### src/rtl/instr_fetch.sv
// Instruction fetch unit: credit-limited request issue, in-order response
// capture into a small instruction buffer, redirect/halt flushing.
// Optional macro IFETCH_MISALIGN_CHK_EN adds the ERR state and the sticky
// misaligned-target flag; without it redirect targets are word-aligned.
module instr_fetch #(
    parameter logic [31:0] RESET_ADDR = 32'h0000_0000,
    parameter int unsigned BUF_DEPTH  = 2
) (
    input  logic        i_clk,
    input  logic        i_rst,
    output logic        o_imem_req,
    output logic [31:0] o_imem_addr,
    input  logic        i_imem_gnt,
    input  logic        i_imem_rvalid,
    input  logic [31:0] i_imem_rdata,
    input  logic        i_redirect,
    input  logic [31:0] i_redirect_pc,
    input  logic        i_halt,
    output logic        o_valid,
    input  logic        i_ready,
    output logic [31:0] o_instr,
    output logic [31:0] o_pc,
    output logic        o_misaligned
);

    localparam int unsigned CW = $clog2(BUF_DEPTH + 1);
    localparam int unsigned SW = CW + 1;
    localparam int unsigned PW = (BUF_DEPTH > 1) ? $clog2(BUF_DEPTH) : 1;

`ifdef IFETCH_MISALIGN_CHK_EN
    typedef enum logic [1:0] {RUN, HALTED, ERR} state_t;
`else
    typedef enum logic [1:0] {RUN, HALTED} state_t;
`endif

    state_t        state;
    logic [31:0]   fetch_pc;
    logic [CW-1:0] out_cnt;
    logic [CW-1:0] drop_cnt;
    logic [CW-1:0] fifo_cnt;
    logic [PW-1:0] fifo_rd;
    logic [PW-1:0] fifo_wr;
    logic [PW-1:0] aq_rd;
    logic [PW-1:0] aq_wr;
    logic [63:0]   fifo_mem [BUF_DEPTH];
    logic [31:0]   aq_mem   [BUF_DEPTH];

    logic          run;
    logic          pop;
    logic          accept;
    logic          rsp;
    logic          keep;
    logic          do_halt;
    logic          do_redir;
    logic [CW-1:0] out_next;
    logic [31:0]   redir_tgt;
    logic [63:0]   head;

    function automatic logic [PW-1:0] ptr_inc(input logic [PW-1:0] p);
        return (p == PW'(BUF_DEPTH - 1)) ? '0 : p + PW'(1);
    endfunction

`ifdef IFETCH_MISALIGN_CHK_EN
    logic misaligned_q;
    logic redir_bad;
    assign o_misaligned = misaligned_q;
    // Keep the raw target so a misaligned redirect can be detected
    always_comb begin
        redir_tgt = i_redirect_pc;
        redir_bad = |i_redirect_pc[1:0];
    end
`else
    logic unused_redirect_lsb;
    assign o_misaligned        = 1'b0;
    assign unused_redirect_lsb = ^i_redirect_pc[1:0];
    // Force word alignment of the redirect target
    always_comb begin
        redir_tgt = {i_redirect_pc[31:2], 2'b00};
    end
`endif

    // Handshake decode and credit check; a same-cycle pop frees one credit
    always_comb begin
        run         = (state == RUN);
        o_valid     = run && (fifo_cnt != '0);
        pop         = o_valid && i_ready;
        o_imem_req  = i_rst && run &&
                      (({1'b0, out_cnt} + {1'b0, fifo_cnt}) < (SW'(BUF_DEPTH) + SW'(pop)));
        o_imem_addr = fetch_pc;
        accept      = o_imem_req && i_imem_gnt;
        // Responses with nothing outstanding are stale (e.g. issued before reset)
        rsp         = i_imem_rvalid && (out_cnt != '0);
        do_halt     = run && i_halt;
        do_redir    = run && !i_halt && i_redirect;
        keep        = run && !i_halt && !i_redirect && rsp && (drop_cnt == '0);
        out_next    = out_cnt + CW'(accept) - CW'(rsp);
        head        = fifo_mem[fifo_rd];
        o_instr     = o_valid ? head[63:32] : 32'h0000_0013;
        o_pc        = o_valid ? head[31:0]  : 32'h0000_0000;
    end

    // State, fetch pointer, in-flight accounting, address queue and buffer
    always_ff @(posedge i_clk) begin
        if (!i_rst) begin
            state    <= RUN;
            fetch_pc <= RESET_ADDR;
            out_cnt  <= '0;
            drop_cnt <= '0;
            fifo_cnt <= '0;
            fifo_rd  <= '0;
            fifo_wr  <= '0;
            aq_rd    <= '0;
            aq_wr    <= '0;
`ifdef IFETCH_MISALIGN_CHK_EN
            misaligned_q <= 1'b0;
`endif
        end else begin
            out_cnt <= out_next;
            if (do_halt) begin
                state    <= HALTED;
                drop_cnt <= '0;
                fifo_cnt <= '0;
                fifo_rd  <= '0;
                fifo_wr  <= '0;
                aq_rd    <= '0;
                aq_wr    <= '0;
            end else if (do_redir) begin
                // Everything still in flight after this cycle belongs to the old path
                fetch_pc <= redir_tgt;
                drop_cnt <= out_next;
                fifo_cnt <= '0;
                fifo_rd  <= '0;
                fifo_wr  <= '0;
                aq_rd    <= '0;
                aq_wr    <= '0;
`ifdef IFETCH_MISALIGN_CHK_EN
                if (redir_bad) begin
                    state        <= ERR;
                    misaligned_q <= 1'b1;
                end
`endif
            end else if (run) begin
                if (accept) begin
                    fetch_pc      <= fetch_pc + 32'd4;
                    aq_mem[aq_wr] <= fetch_pc;
                    aq_wr         <= ptr_inc(aq_wr);
                end
                if (rsp) begin
                    if (drop_cnt != '0) begin
                        drop_cnt <= drop_cnt - CW'(1);
                    end else begin
                        fifo_mem[fifo_wr] <= {i_imem_rdata, aq_mem[aq_rd]};
                        fifo_wr           <= ptr_inc(fifo_wr);
                        aq_rd             <= ptr_inc(aq_rd);
                    end
                end
                if (pop) begin
                    fifo_rd <= ptr_inc(fifo_rd);
                end
                fifo_cnt <= fifo_cnt + CW'(keep) - CW'(pop);
            end
        end
    end

endmodule

### config.mk
export PLATFORM = sky130hd
export DESIGN_NAME = instr_fetch
export DESIGN_NICKNAME = d
export VERILOG_FILES = /design/src/rtl/instr_fetch.sv
export SDC_FILE = /design/constraint.sdc
export NUM_CORES = 1
export LEC_CHECK = 0
export CORE_ASPECT_RATIO = 0.75
export CORE_MARGIN = 8
export CORE_UTILIZATION = 48
export DETAILED_ROUTE_END_ITERATION = 7
export PLACE_DENSITY = 0.74
export SLEW_MARGIN = 20
export SYNTH_ARGS = -nofsm -noshare
export SYNTH_HDL_FRONTEND = slang
export SYNTH_SLANG_ARGS = --single-unit
### constraint.sdc
create_clock -name i_clk -period 22.4 [get_ports i_clk]
set_clock_uncertainty 0.05 [all_clocks]
set_input_delay 4.48 -clock i_clk [delete_from_list [all_inputs] [get_ports i_clk]]
set_output_delay 4.48 -clock i_clk [all_outputs]
set_load 0.05 [all_outputs]
Word-level counts from Yosys, hierarchy flattened. Memory sizes are Yosys's and may differ from the RTL's. A register that Yosys moved wholly into a read port is not among the register bits. Cells that the tools add are included. Widths: inputs -> output; s select.

Multiplexer cells: 30. $lt $le $gt $ge: 1. Reduce and logical (&&, ||, !) cells: 30. Add/sub/neg operators: 12. Bitwise operators: 3.

Operators by type and width (number): $mux 32 (5); $add 32x3->32 const B (1); $mux 1 (21); $reduce_bool 2->1 (7); $logic_and 1x1->1 (12); $reduce_and 3->1 (3); $mux 2 (4); $add 1x1->1 const B (4); $add 2x1->2 (2); $logic_not 2->1 (2); $reduce_and 2->1 (2); $sub 2x1->2 (2); $add 2x1->3 const A (1); $add 2x2->3 (1); $lt 3x3->1 (1); $not 1->1 (3); $reduce_or 3->1 (1); $logic_not 1->1 (2); $reduce_or 2->1 (1); $sub 2x1->2 const B (1).

Bits in registers: 43. Input port bits: 71. Memories kept: 2. Bits in writable memories: 192. Output and inout port bits: 99.

Memories: fifo_mem (depth 2, bits a word 64, read ports 1, clocked after Yosys merged registers in 1, wr ports 1, line 45) `logic [63:0] fifo_mem [BUF_DEPTH];`; aq_mem (depth 2, bits a word 32, read ports 1, clocked after Yosys merged registers in 1, wr ports 1, line 46) `logic [31:0] aq_mem [BUF_DEPTH];`.

Longest topological paths before layout. Gate-level depths: netlist of the first run.

Word-level depth: 13. Mapped depth: 13. Gate-level depth less buffers: 12.

Worst setup path before layout of the first run. OpenSTA, ideal clock, no wires.

Path kind: input to register. Start: in i_halt. End: mem fifo_mem[0][10] (enable). Library setup time: 0.636 ns. Buffers on the path: 0. Path slack: 10.954 ns. Cell stages on the path: 3. Data arrival time: 10.760 ns. Path through: nor2_1 -> o21ai_1 -> nor4_1.

Cells in the longest elaborated chain, start to end: 7. Elaborated cells on any way between the ends: 8.

RTL lines: start: declaration (line 18) `input logic i_halt,`; $logic_not 1->1 (line 94) `do_redir = run && !i_halt && i_redirect;`; $logic_and 1x1->1 (2 in series) (line 94); $mux 1 (line 127) `end else if (do_redir) begin`; $mux 1 * (line 119) `if (do_halt) begin`; $mux 1 * (line 104) `if (!i_rst) begin`; $mux 1 (implied by the code) * (line 152) `fifo_mem[fifo_wr] <= {i_imem_rdata, aq_mem[aq_rd]};`; end: declaration (line 45).

Every way passes the cells marked *; elsewhere a longest branch is shown, timed or not.

Final worst setup path of the first run.
Start: in i_rst. End: out o_imem_req.

Cells in the longest elaborated chain, start to end: 2.

RTL lines: start: declaration (line 10) `input logic i_rst,`; $logic_and 1x1->1 (2 in series) (line 87) `o_imem_req = i_rst && run &&`; end: declaration (line 11) `output logic o_imem_req,`.

Every way passes these cells.

==> run metrics, run 1 <==
part of the cycle the worst path needs=0.5072; net load switching power=223.8 uW; Cell Rows=44; Core Area=between 15000 and 20000 sq um; most frequent cells in the layout=edfxtp_1, clkdlybuf4s50_1, nor2_1, mux2i_1, dfxtp_1; n_diodes=0; Flop pwr share=0.514; share of the synthesized area in the top cell type=0.5817; DR WL/cell=19.66 um; final wirelength=around 22000 um; setup tns final=0 ns; Via density=approximately 5.5; Synth warnings=0; DRT antenna net count=0; nets=914; Chip Height=137.8 um; FILL cells=~1500; initial antenna violation count=0; nature of the critical path endpoint=output pin; slew margin rel.=0.3614; top-level I/O count=170; crit path max fanout=33; area leader, netlist=edfxtp_1; share of cells above drive strength 1=0.1141; WS Path Type=input pin to output pin; Switching Share=0.2375; Final Critical Period=approximately 11 ns; CP arrival=6.83 ns; top post-synthesis cells by area=edfxtp_1, dfxtp_1, mux2i_1, mux2_2, nor2_1; synthesized area=9499 sq um; Initial DRT Pass Iterations=5; largest net degree at the start of global routing=63; most common cell after layout, fill and taps aside=edfxtp_1; Cell Pwr Density=78.40 nW/um^2; clk sinks=227; FFs w/ async S/R, synth=0; fin. max-slew vios=0; post-detail-place hpwl=14840 um; worst vdd ir=roughly 44 uV; Placed Cells incl. Taps=1064; RSZ-0062 raised after global routing=no; Initial Util=0.4902; number of global-route vias before repair=6056; Post-synth top flop=edfxtp_1; Logic pwr share=0.114; CTS Buf Count=22; die width=178.4 um; final std cells w/o fill=1103; Pleak=3.872 nW; f_max=between 80 and 90 MHz; maximum root-to-sink buffer count=3; fin worst setup slack=between 10 and 15 ns; CTS tree=done; worst-margin pin slew=between 0.9 and 1 ns; nature of the critical path startpoint=input pin; clock network power share=0.372; EDFF count, synth=184; DIE AREA=24590 sq um; Power Internal=between 700 and 800 uW; Reg clk slew, reported paths=0.06 ns; final hold vios=0; H-tree depth=1; 1st-iter DRT viols=about 400; syn avg cell area=14.14 sq um; Synth-to-Final Area Change=26.52%; WP data required=17.87 ns; Total GRT Usage=0.1719; Final Wtd Congestion=0.8720; Synth Instances=around 670; DRC=0; pre-CTS setup slack=11.09 ns; clk_lat worst skew=0.50 ns; DR vias=6081; CTS Root Cell=clkbuf_16; # resized after CTS=0; grt total ovfl=0; Port Buf Inserts=162; Synth cell types=67; Yosys reg bits=between 200 and 250; status=finished, final reports clean; Post-CTS Setup Inserts=0; Hold WC Path Type=flip-flop to flip-flop; first-pass GRT wire length=about 33000 um; Max-cap violations=0; sequential fraction of the synthesis area=0.6723; final core utilization=0.6202; setup violators final=0; hold_buf cts=0
==> final cells by class <==
class	instances	area, sq um	share of cell area
inverters	10	37.54	0.003123
multi-input cells	402	2895	0.2409
repair buffers	172	1697	0.1412
clock buffers	29	576.8	0.04800
flip-flops and latches	227	6390	0.5317
clock inverters	10	105.1	0.008745
well taps	253	316.6	0.02634
==> registers in the layout (all words and copies together), names as in the netlist, named ones only <==
name         flops
fifo_wr          1
aq_rd            1
state            1
fifo_cnt         2
out_cnt          2
fifo_rd          1
drop_cnt         2
aq_mem          60
aq_wr            1
fifo_mem       124
o_imem_addr     30
==> routing by layer <==
layer | GRT usage | vias up | wire length [um] | share of wire
li1 | - | 2851 | - | -
met5 | 0 | - | 0 | 0
met2 | 0.2809 | 258 | 10220 | 0.47
met3 | 0.03944 | 36 | 1809 | 0.083
met4 | 0.04718 | 0 | 431 | 0.020
met1 | 0.2280 | 2936 | 9220 | 0.43
==> cells in the mapped netlist (all sizes together), types with 2 or more instances <==
cell type	instances
nand4	15
mux2	32
buf	12
a21o	4
and3	6
or4	2
nor4b	3
nand2	20
nand3	16
nor3b	3
o221ai	3
mux2i	64
nor2b	2
edfxtp	184
dfxtp	43
o21a	3
xor2	6
a31oi	2
a22o	4
inv	10
or2	2
o31ai	4
or3	2
ha	7
a21oi	15
nor2	88
and2	9
xnor2	16
a211oi	7
nor4	12
nor3	4
a22oi	2
and4	7
clkbuf	25
o21ai	25
o211ai	2
==> per-stage QoR <==
step           instance area (sq um)  hold WS [ns]  total power, mW
3_3_place_gp                   11340        0.4464           0.5952
4_1_cts                        12020        0.4689           0.9485
6_report                       12020        0.4654           0.9421
5_1_grt                        12020        0.5109           0.9740
2_1_floorplan                   9514        0.4311           0.5625
3_5_place_dp                   11340        0.4517           0.5996
==> worst max-delay path: stages <==
cell and delay [ns]:
clkdlybuf4s50_1 0.45, buf_4 0.31, inv_1 0.34, nor4b_1 0.37
clkdlybuf4s50_1 0.88
==> power groups by stage <==
stage	sequential (mW)	combinational (mW)	clock (mW)
global placement	0.492	0.103	0
finish	0.484	0.107	0.351
global route	0.486	0.114	0.374
CTS	0.484	0.107	0.357
detailed placement	0.493	0.106	0
floorplan	0.503	0.0593	0
==> path summary, 6_finish.rpt <==
path,start,to,slack [ns],depth (start not counted)
max,i_rst,o_imem_req,11.04,5
min,fifo_rd,fifo_rd,0.47,2
max reg2reg,fifo_cnt[0],aq_mem[1][24],18.67,8
min reg2reg,fifo_rd,fifo_rd,0.47,2
==> kinds of logic after synthesis <==
group / after synthesis / share of synthesized area
buffers and inverters: 47 / 0.02608
multiplexers: 96 / 0.1054
flip-flops: 227 / 0.6723
AO/OA/AOI/OAI: 76 / 0.05163
adder cells (fa/ha/maj): 8 / 0.01133
XOR/XNOR: 22 / 0.02028
AND/OR/NAND/NOR: 195 / 0.1126
other: 1 / 0.0003948
No activity file was read; power rests on OpenSTA's default activity.
==> run 2, diff against run 1 <==
Settings changed: PLACE_DENSITY 0.74 to 0.77.
Clock period 22.4 ns to 10 ns, I/O delays scaled along.
==> run 2 against run 1 <==
  * Clock power grew 110%
  * Die area did not move
  * Sequential share of layout area is 0.15 points higher
  * Largest power group unchanged
==> run metrics, run 2 (synthesis results as in run 1) <==
Final Wtd Congestion=0.8343 (-4.3%); most frequent cells in the layout=edfxtp_1, clkdlybuf4s50_1, nor2_1, mux2i_1, dfxtp_1; Seq. cell area=6390 sq um (unchanged); hold_buf cts=0 (unchanged); initial antenna violation count=0 (unchanged); final core utilization=0.6184 (-0.001744); slew margin rel.=0.3183 (-0.04314); clk sinks=227 (unchanged); RSZ-0062 raised after global routing=no; Hold Path Depth=2 (unchanged); R2R cell count=8 (unchanged); Total GRT Usage=0.1714 (-0.0005550); CTS Root Cell=clkbuf_16; setup tns final=0 ns (unchanged); maximum root-to-sink buffer count=3 (unchanged); final wirelength=21550 um (-0.62%); DR vias=6007 (-1.2%); worst vdd ir=110.4 uV (+150%); Pleak=3.860 nW (-0.31%); final hold vios=0 (unchanged); Switching Share=0.2406 (+0.003073); DR WL/cell=19.54 um (-0.62%); nets=915 (+0.11%); Reg clk slew, reported paths=0.06 ns (about the same); largest net degree at the start of global routing=63 (unchanged); Initial DRT Pass Iterations=4 (-1); DRT antenna net count=0 (unchanged); WS Path Type=input pin to output pin; Max-cap violations=0 (unchanged); CP arrival=4.49 ns (-2.34 ns); most common cell after layout, fill and taps aside=edfxtp_1; status=finished, final reports clean; Post-CTS Setup Inserts=0 (unchanged); grt total ovfl=0 (unchanged); nature of the critical path endpoint=output pin; area occupied by multi-input gates=2895 sq um (unchanged); Largest register FFs=124 (unchanged); Cell Pwr Density=172.7 nW/um^2 (+120%); net load switching power=498.1 uW (+120%); Top reg by flops=fifo_mem; H-tree depth=1 (unchanged); Port Buf Inserts=162 (unchanged); FILL cells=1510 (+2.1%); DIE AREA=24590 sq um (unchanged); clock network power share=0.360 (-0.012); number of global-route vias before repair=5857 (-3.3%); CTS tree=done; Power Internal=1.572 mW (+120%); # resized after CTS=0 (unchanged); 1st-iter DRT viols=387 (-4.0%); Logic pwr share=0.115 (about the same); DRC=0 (unchanged); WP data required=7.95 ns (-9.92 ns); Final Critical Period=6.535 ns; setup violators final=0 (unchanged); Initial Util=0.4902 (unchanged); CTS Buf Count=22 (unchanged); Core Area=19380 sq um (unchanged); f_max=153.0 MHz; Synth-to-Final Area Change=26.16%; Via density=5.446 (-1.2%); Cell Rows=44 (unchanged); crit path max fanout=33 (unchanged); Flop pwr share=0.525 (+0.011); n_diodes=0 (unchanged); fin. max-slew vios=0 (unchanged); worst-margin pin slew=1.019 ns (+0.06448 ns); first-pass GRT wire length=32880 um (-1.6%); Hold WC Path Type=flip-flop to flip-flop; Chip Height=137.8 um (unchanged); post-detail-place hpwl=14430 um (-2.8%); top-level I/O count=170 (unchanged); share of cells above drive strength 1=0.1153 (+0.001176); die width=178.4 um (unchanged); clk_lat worst skew=0.50 ns (about the same); part of the cycle the worst path needs=0.6535; nature of the critical path startpoint=input pin
-- run 2: changes by cell type in the layout (fill, tap and decap cells not counted) --
cell and change:
bufinv_16 -2, clkinv_1 -1, clkbuf_16 +1, clkinv_8 -1
clkinv_4 +1, clkinv_2 +1, buf_4 +1
-- run 2: final timing paths --
kind | startpoint | endpoint | slack, ns
worst max register to register | fifo_cnt[0] | aq_mem[1][17] | 6.26
worst min-delay path | aq_rd | aq_rd | 0.48
worst min register to register | aq_rd | aq_rd | 0.48
worst max-delay path | i_rst | o_imem_req | 3.46
-- run 2: through the flow --
step / setup WS, ns / hold slack, ns / instance area, sq um / total power [mW] / instances
2_1_floorplan: 1.034 / 0.4311 / 9514 / 1.260 / 676
3_3_place_gp: 3.536 / 0.4577 / 11340 / 1.338 / 1065
3_5_place_dp: 3.532 / 0.4627 / 11340 / 1.343 / 1065
4_1_cts: 3.511 / 0.4786 / 11980 / 2.091 / 1103
5_1_grt: 3.368 / 0.4944 / 11980 / 2.144 / 1103
6_report: 3.465 / 0.4790 / 11980 / 2.070 / 1103
-- run 2: critical path, stage by stage --
cell             delay [ns]
clkdlybuf4s50_1        0.45
buf_4                  0.31
inv_1                  0.32
nor4b_1                0.48
clkdlybuf4s50_1        0.90
-- run 2: power by group through the flow --
stage,combinational [mW],sequential [mW],clock (mW)
6_report,0.238,1.09,0.746
3_5_place_dp,0.237,1.11,0
2_1_floorplan,0.133,1.13,0
4_1_cts,0.239,1.09,0.766
5_1_grt,0.256,1.09,0.798
3_3_place_gp,0.233,1.10,0
-- run 2: cell type report --
cell class                 count  share of cell area
inverter                      10            0.003132
sequential                   227              0.5332
multi-input combinational    402              0.2416
tap                          253             0.02641
timing repair buffer         173              0.1422
clock inverter                 8            0.003237
clock buffer                  30             0.05022
-- run 2: per-layer routing --
layer / up-vias / part of all wire / global-route usage
li1: 2845 / - / -
met1: 2925 / 0.45 / 0.2364
met2: 212 / 0.46 / 0.2725
met3: 25 / 0.083 / 0.04163
met4: 0 / 0.012 / 0.03573
met5: - / 0 / 0
==> variant 1, RTL diff (settings of run 2) <==
Change the parameter `BUF_DEPTH` from 2 to 4.
--- a/src/rtl/instr_fetch.sv
+++ b/src/rtl/instr_fetch.sv
@@ -6,3 +6,3 @@
     parameter logic [31:0] RESET_ADDR = 32'h0000_0000,
-    parameter int unsigned BUF_DEPTH  = 2
+    parameter int unsigned BUF_DEPTH  = 4
 ) (
Function: changed (a bounded check fails within 4 cycles, from zero or initial values and one cycle with i_rst low).
==> variant 1 against run 2 <==
  * Total power up 86%
  * Design area increased by 71%
  * Sequential cell count increased by 193
  * Wire length grew 78%
  * Synthesized cell count is 42% higher
  * Final cell count increased by 46%
  * Worst hold slack got worse by 40 ps
  * Setup slack improved by 36 ps
  * Area after synthesis grew 79%
  * Largest cell class unchanged
  * Highest routed layer unchanged
==> variant 1: results (changes against run 2) <==
.. list-table::
   :header-rows: 1

   * - Metric
     - Value
   * - Result of the run
     - complete, no violations (unchanged)
   * - Vias in the first global route
     - 9703 (was 5857)
   * - Worst hold start
     - o_imem_addr[9] (was aq_rd)
   * - Global routing usage summed across all routing layers
     - 0.184 (was 0.171)
   * - Antenna cell count
     - 0 (unchanged)
   * - Post-route insts no fill
     - 1615 (was 1103)
   * - Worst Reg-to-Reg Cells
     - 6 (was 8)
   * - Number of different library cells in the post-synthesis netlist
     - 66 (was 67)
   * - Share of final-layout standard cells stronger than drive strength 1
     - 0.168 (was 0.115)
   * - Count of routing violations after the opening detailed-route iteration
     - 1029 (was 387)
   * - Pin count of the biggest net entering global routing
     - 63 (unchanged)
   * - Number of synthesized flops with an enable pin
     - 368 (was 184)
   * - Max FFs per register
     - 248 (was 124)
   * - Via Count
     - 9388 (was 6007)
   * - Gp weighted congestion
     - 0.904 (was 0.834)
   * - Leakage dissipation
     - 6.54 nW (was 3.86 nW)
   * - Post-Syn Instances
     - 956 (was 672)
   * - Synth area leaders
     - sky130_fd_sc_hd__edfxtp_1 (65%), sky130_fd_sc_hd__mux4_2 (12%), sky130_fd_sc_hd__dfxtp_1 (6.1%) (was sky130_fd_sc_hd__edfxtp_1 (58%), sky130_fd_sc_hd__dfxtp_1 (9.1%), sky130_fd_sc_hd__mux2i_1 (6.7%))
   * - Worst-skew pair later-pin latency
     - 540 ps (was 500 ps)
   * - Highest net fanout along the worst path
     - 12 (was 33)
   * - TritonCTS buffer count
     - 41 (was 22)
   * - DRT Pass-1 Iters
     - 7 (was 4)
   * - Filler Cells Inserted
     - 2581 (was 1510)
   * - Cell depth of the worst min-delay path
     - 0 (was 2)
   * - Number of nets in the finished design
     - 1219 (was 915)
   * - Hold slack
     - 439 ps (was 479 ps)
   * - Capture endpoint of the worst hold path
     - aq_mem[0][9] (was aq_rd)
   * - Data arrival at the endpoint of the critical path
     - 4450 ps (was 4490 ps)
   * - H-tree depth
     - 2 (was 1)
   * - Wire length of the first global-routing pass
     - 58400 µm (was 32900 µm)
   * - Capturing point of the worst reg2reg path
     - fifo_mem[2][51] (was aq_mem[1][17])
   * - Commonest cells in the netlist
     - sky130_fd_sc_hd__edfxtp_1 (368), sky130_fd_sc_hd__mux4_2 (92), sky130_fd_sc_hd__and2_1 (70) (was sky130_fd_sc_hd__edfxtp_1 (184), sky130_fd_sc_hd__nor2_1 (86), sky130_fd_sc_hd__mux2i_1 (64))
   * - Placed cell count
     - 1539 (was 1065)
   * - Worst voltage drop across the vdd grid
     - 126 µV (was 110 µV)
   * - DP Wirelength
     - 24000 µm (was 14400 µm)
   * - Cell Area, Placed
     - 19100 µm² (was 11300 µm²)
   * - Drt wl/cell
     - 23.8 µm (was 19.5 µm)
   * - Start of the worst register-to-register path
     - state[0] (was fifo_cnt[0])
   * - Relative slew margins
     - 0.273 (was 0.318)
## variant 1: power groups by stage
stage               registers, W  clock network (W)  logic (W)
floorplan                0.00203                  0   0.000204
global placement         0.00202                  0   0.000332
detailed placement       0.00202                  0   0.000338
CTS                      0.00198            0.00156   0.000340
global route             0.00199            0.00162   0.000364
finish                   0.00198            0.00153   0.000337
## variant 1: cell type report
cell class | instances | share of cell area
inverters | 20 | 0.00367
multi-input cells | 466 | 0.227
flip-flops and latches | 420 | 0.592
well taps | 457 | 0.0280
clock inverters | 22 | 0.00980
clock buffers | 54 | 0.0552
repair buffers | 176 | 0.0845
## variant 1: worst max-delay path: stages
cell and delay [ps]:
sky130_fd_sc_hd__clkdlybuf4s50_1 530, sky130_fd_sc_hd__or4b_4 500, sky130_fd_sc_hd__o21a_4 290, sky130_fd_sc_hd__nor3_1 270, sky130_fd_sc_hd__clkdlybuf4s50_1 860
## variant 1: routing by layer
metal,track usage,part of all wire
met5,0,0
met3,0.0474,0.090
met2,0.288,0.46
met4,0.0572,0.027
met1,0.253,0.43
## variant 1: worst max-delay path by stage
stage / start / endpoint / cells after the start / slack [ps]
2_1_floorplan: i_ready / o_imem_req / 4 / 4020
3_3_place_gp: i_ready / o_imem_req / 5 / 3550
3_5_place_dp: i_ready / o_imem_req / 5 / 3540
4_1_cts: i_ready / o_imem_req / 5 / 3520
5_1_grt: i_ready / o_imem_req / 5 / 3420
6_report: i_ready / o_imem_req / 5 / 3500
## variant 1: cells by family after synthesis
group	after synthesis	share of synthesized area
AOI/OAI and AO/OA	117	0.0495
xor gates and xnor gates	12	0.00618
adders and majority gates	23	0.0182
buffers and inverters	74	0.0189
DFF	420	0.711
muxes	96	0.124
other	1	0.000220
and+or+nand+nor	213	0.0719
==> variant 2, RTL diff (flow settings as in run 2) <==
Without the edit above. Add a define of `IFETCH_MISALIGN_CHK_EN`.
--- a/src/rtl/instr_fetch.sv
+++ b/src/rtl/instr_fetch.sv
@@ -4,2 +4,4 @@
 // misaligned-target flag; without it redirect targets are word-aligned.
+`define IFETCH_MISALIGN_CHK_EN
+
 module instr_fetch #(
Check against the original RTL: not equivalent (a bounded check fails within 4 cycles, from zero or initial values and one cycle with i_rst low).
==> variant 2 against run 2 <==
  * Wire length increased by 7.3%
  * Sequential cell count increased by 12
  * Total power increased by 12%
  * Design area increased by 5.2%
  * Sequential share of layout area decreased by 0.11 points
  * Setup slack got worse by 230 ps
  * Via count increased by 6.8%
  * Area after synthesis increased by 2.8%
  * Critical endpoint unchanged
  * Largest power group unchanged
==> variant 2: results (changes against run 2) <==
.. list-table::
   :header-rows: 1

   * - Metric
     - Value
   * - Global routing usage summed across all routing layers
     - 0.177 (was 0.171)
   * - Share of final-layout standard cells stronger than drive strength 1
     - 0.0980 (was 0.115)
   * - Routed wire length
     - 23100 µm (was 21600 µm)
   * - Data arrival at the endpoint of the critical path
     - 4710 ps (was 4490 ps)
   * - Synth area leaders
     - sky130_fd_sc_hd__edfxtp_1 (59%), sky130_fd_sc_hd__dfxtp_1 (9.6%), sky130_fd_sc_hd__mux2i_1 (6.6%) (was sky130_fd_sc_hd__edfxtp_1 (58%), sky130_fd_sc_hd__dfxtp_1 (9.1%), sky130_fd_sc_hd__mux2i_1 (6.7%))
   * - Via Count
     - 6416 (was 6007)
   * - Wire length of the first global-routing pass
     - 35700 µm (was 32900 µm)
   * - Register-to-register setup slack
     - 6520 ps (was 6260 ps)
   * - Vias in the first global route
     - 6359 (was 5857)
   * - Number of synthesized flops with an enable pin
     - 192 (was 184)
   * - Capturing point of the worst reg2reg path
     - aq_mem[0][18] (was aq_mem[1][17])
   * - Met2 routing resource usage after global routing
     - 0.279 (was 0.272)
   * - Number of different library cells in the post-synthesis netlist
     - 52 (was 67)
   * - Sequential fraction of the synthesis area
     - 0.686 (was 0.672)
   * - Worst voltage drop across the vdd grid
     - 102 µV (was 110 µV)
   * - Capture endpoint of the worst hold path
     - o_imem_addr[0] (was aq_rd)
   * - Met3 Wirelength
     - 1930 µm (was 1780 µm)
   * - Count of routing violations after the opening detailed-route iteration
     - 648 (was 387)
   * - Leakage dissipation
     - 4.08 nW (was 3.86 nW)
   * - TritonCTS buffer count
     - 24 (was 22)
   * - Highest net fanout along the worst path
     - 26 (was 33)
   * - Max FFs per register
     - 128 (was 124)
   * - Worst hold start
     - o_imem_addr[0] (was aq_rd)
   * - Result of the run
     - complete, no violations (unchanged)
   * - Met2 WL post-DR
     - 10400 µm (was 9880 µm)
   * - Commonest cells in the netlist
     - sky130_fd_sc_hd__edfxtp_1 (192), sky130_fd_sc_hd__nor2_1 (103), sky130_fd_sc_hd__mux2i_1 (64) (was sky130_fd_sc_hd__edfxtp_1 (184), sky130_fd_sc_hd__nor2_1 (86), sky130_fd_sc_hd__mux2i_1 (64))
variant 2: cell count changes after synthesis, moves of 9 or more:
| cell | before | now |
|---|---|---|
| sky130_fd_sc_hd__buf_1 | 1 | 10 |
| sky130_fd_sc_hd__o21ai_0 | 21 | 12 |
| sky130_fd_sc_hd__nor2_1 | 86 | 103 |
| sky130_fd_sc_hd__a21oi_1 | 15 | 34 |
| sky130_fd_sc_hd__xnor2_1 | 16 | 5 |
| sky130_fd_sc_hd__o21ai_1 | 3 | 18 |
| sky130_fd_sc_hd__nand2_1 | 19 | 48 |
variant 2: kinds of logic (layout without fill, tap and decap cells):
kind of cell	after synthesis	after routing	share of synthesized area
DFF	239	239	0.686
and+or+nand+nor	216	216	0.0995
muxes	96	96	0.102
AOI/OAI and AO/OA	111	111	0.0719
adders and majority gates	8	8	0.0110
buffers and inverters	50	230	0.0215
xor gates and xnor gates	8	8	0.00717
variant 2: per-stage QoR:
stage / hold slack (ps) / instances / total power [W] / area (µm²) / worst slack, ps
finish: 441 / 1166 / 0.00232 / 12600 / 3240
global route: 465 / 1166 / 0.00240 / 12600 / 3090
CTS: 440 / 1166 / 0.00234 / 12600 / 3260
detailed placement: 427 / 1122 / 0.00133 / 11700 / 3290
global placement: 410 / 1122 / 0.00133 / 11700 / 3360
floorplan: 401 / 728 / 0.00126 / 9770 / 2520
variant 2: report_power, final:
group | switching (W) | internal (W)
clock | 0.000359 | 0.000652
combinational | 0.000110 | 0.0000766
sequential | 0.0000178 | 0.00111
variant 2: cell type report:
| type | count | area, µm² |
|---|---|---|
| multi-input combinational | 439 | 2890 |
| clock inverter | 11 | 229 |
| inverter | 9 | 33.8 |
| sequential | 239 | 6710 |
| fill | 1537 | 7490 |
| clock buffer | 33 | 676 |
| tap | 258 | 323 |
| timing repair buffer | 177 | 1750 |
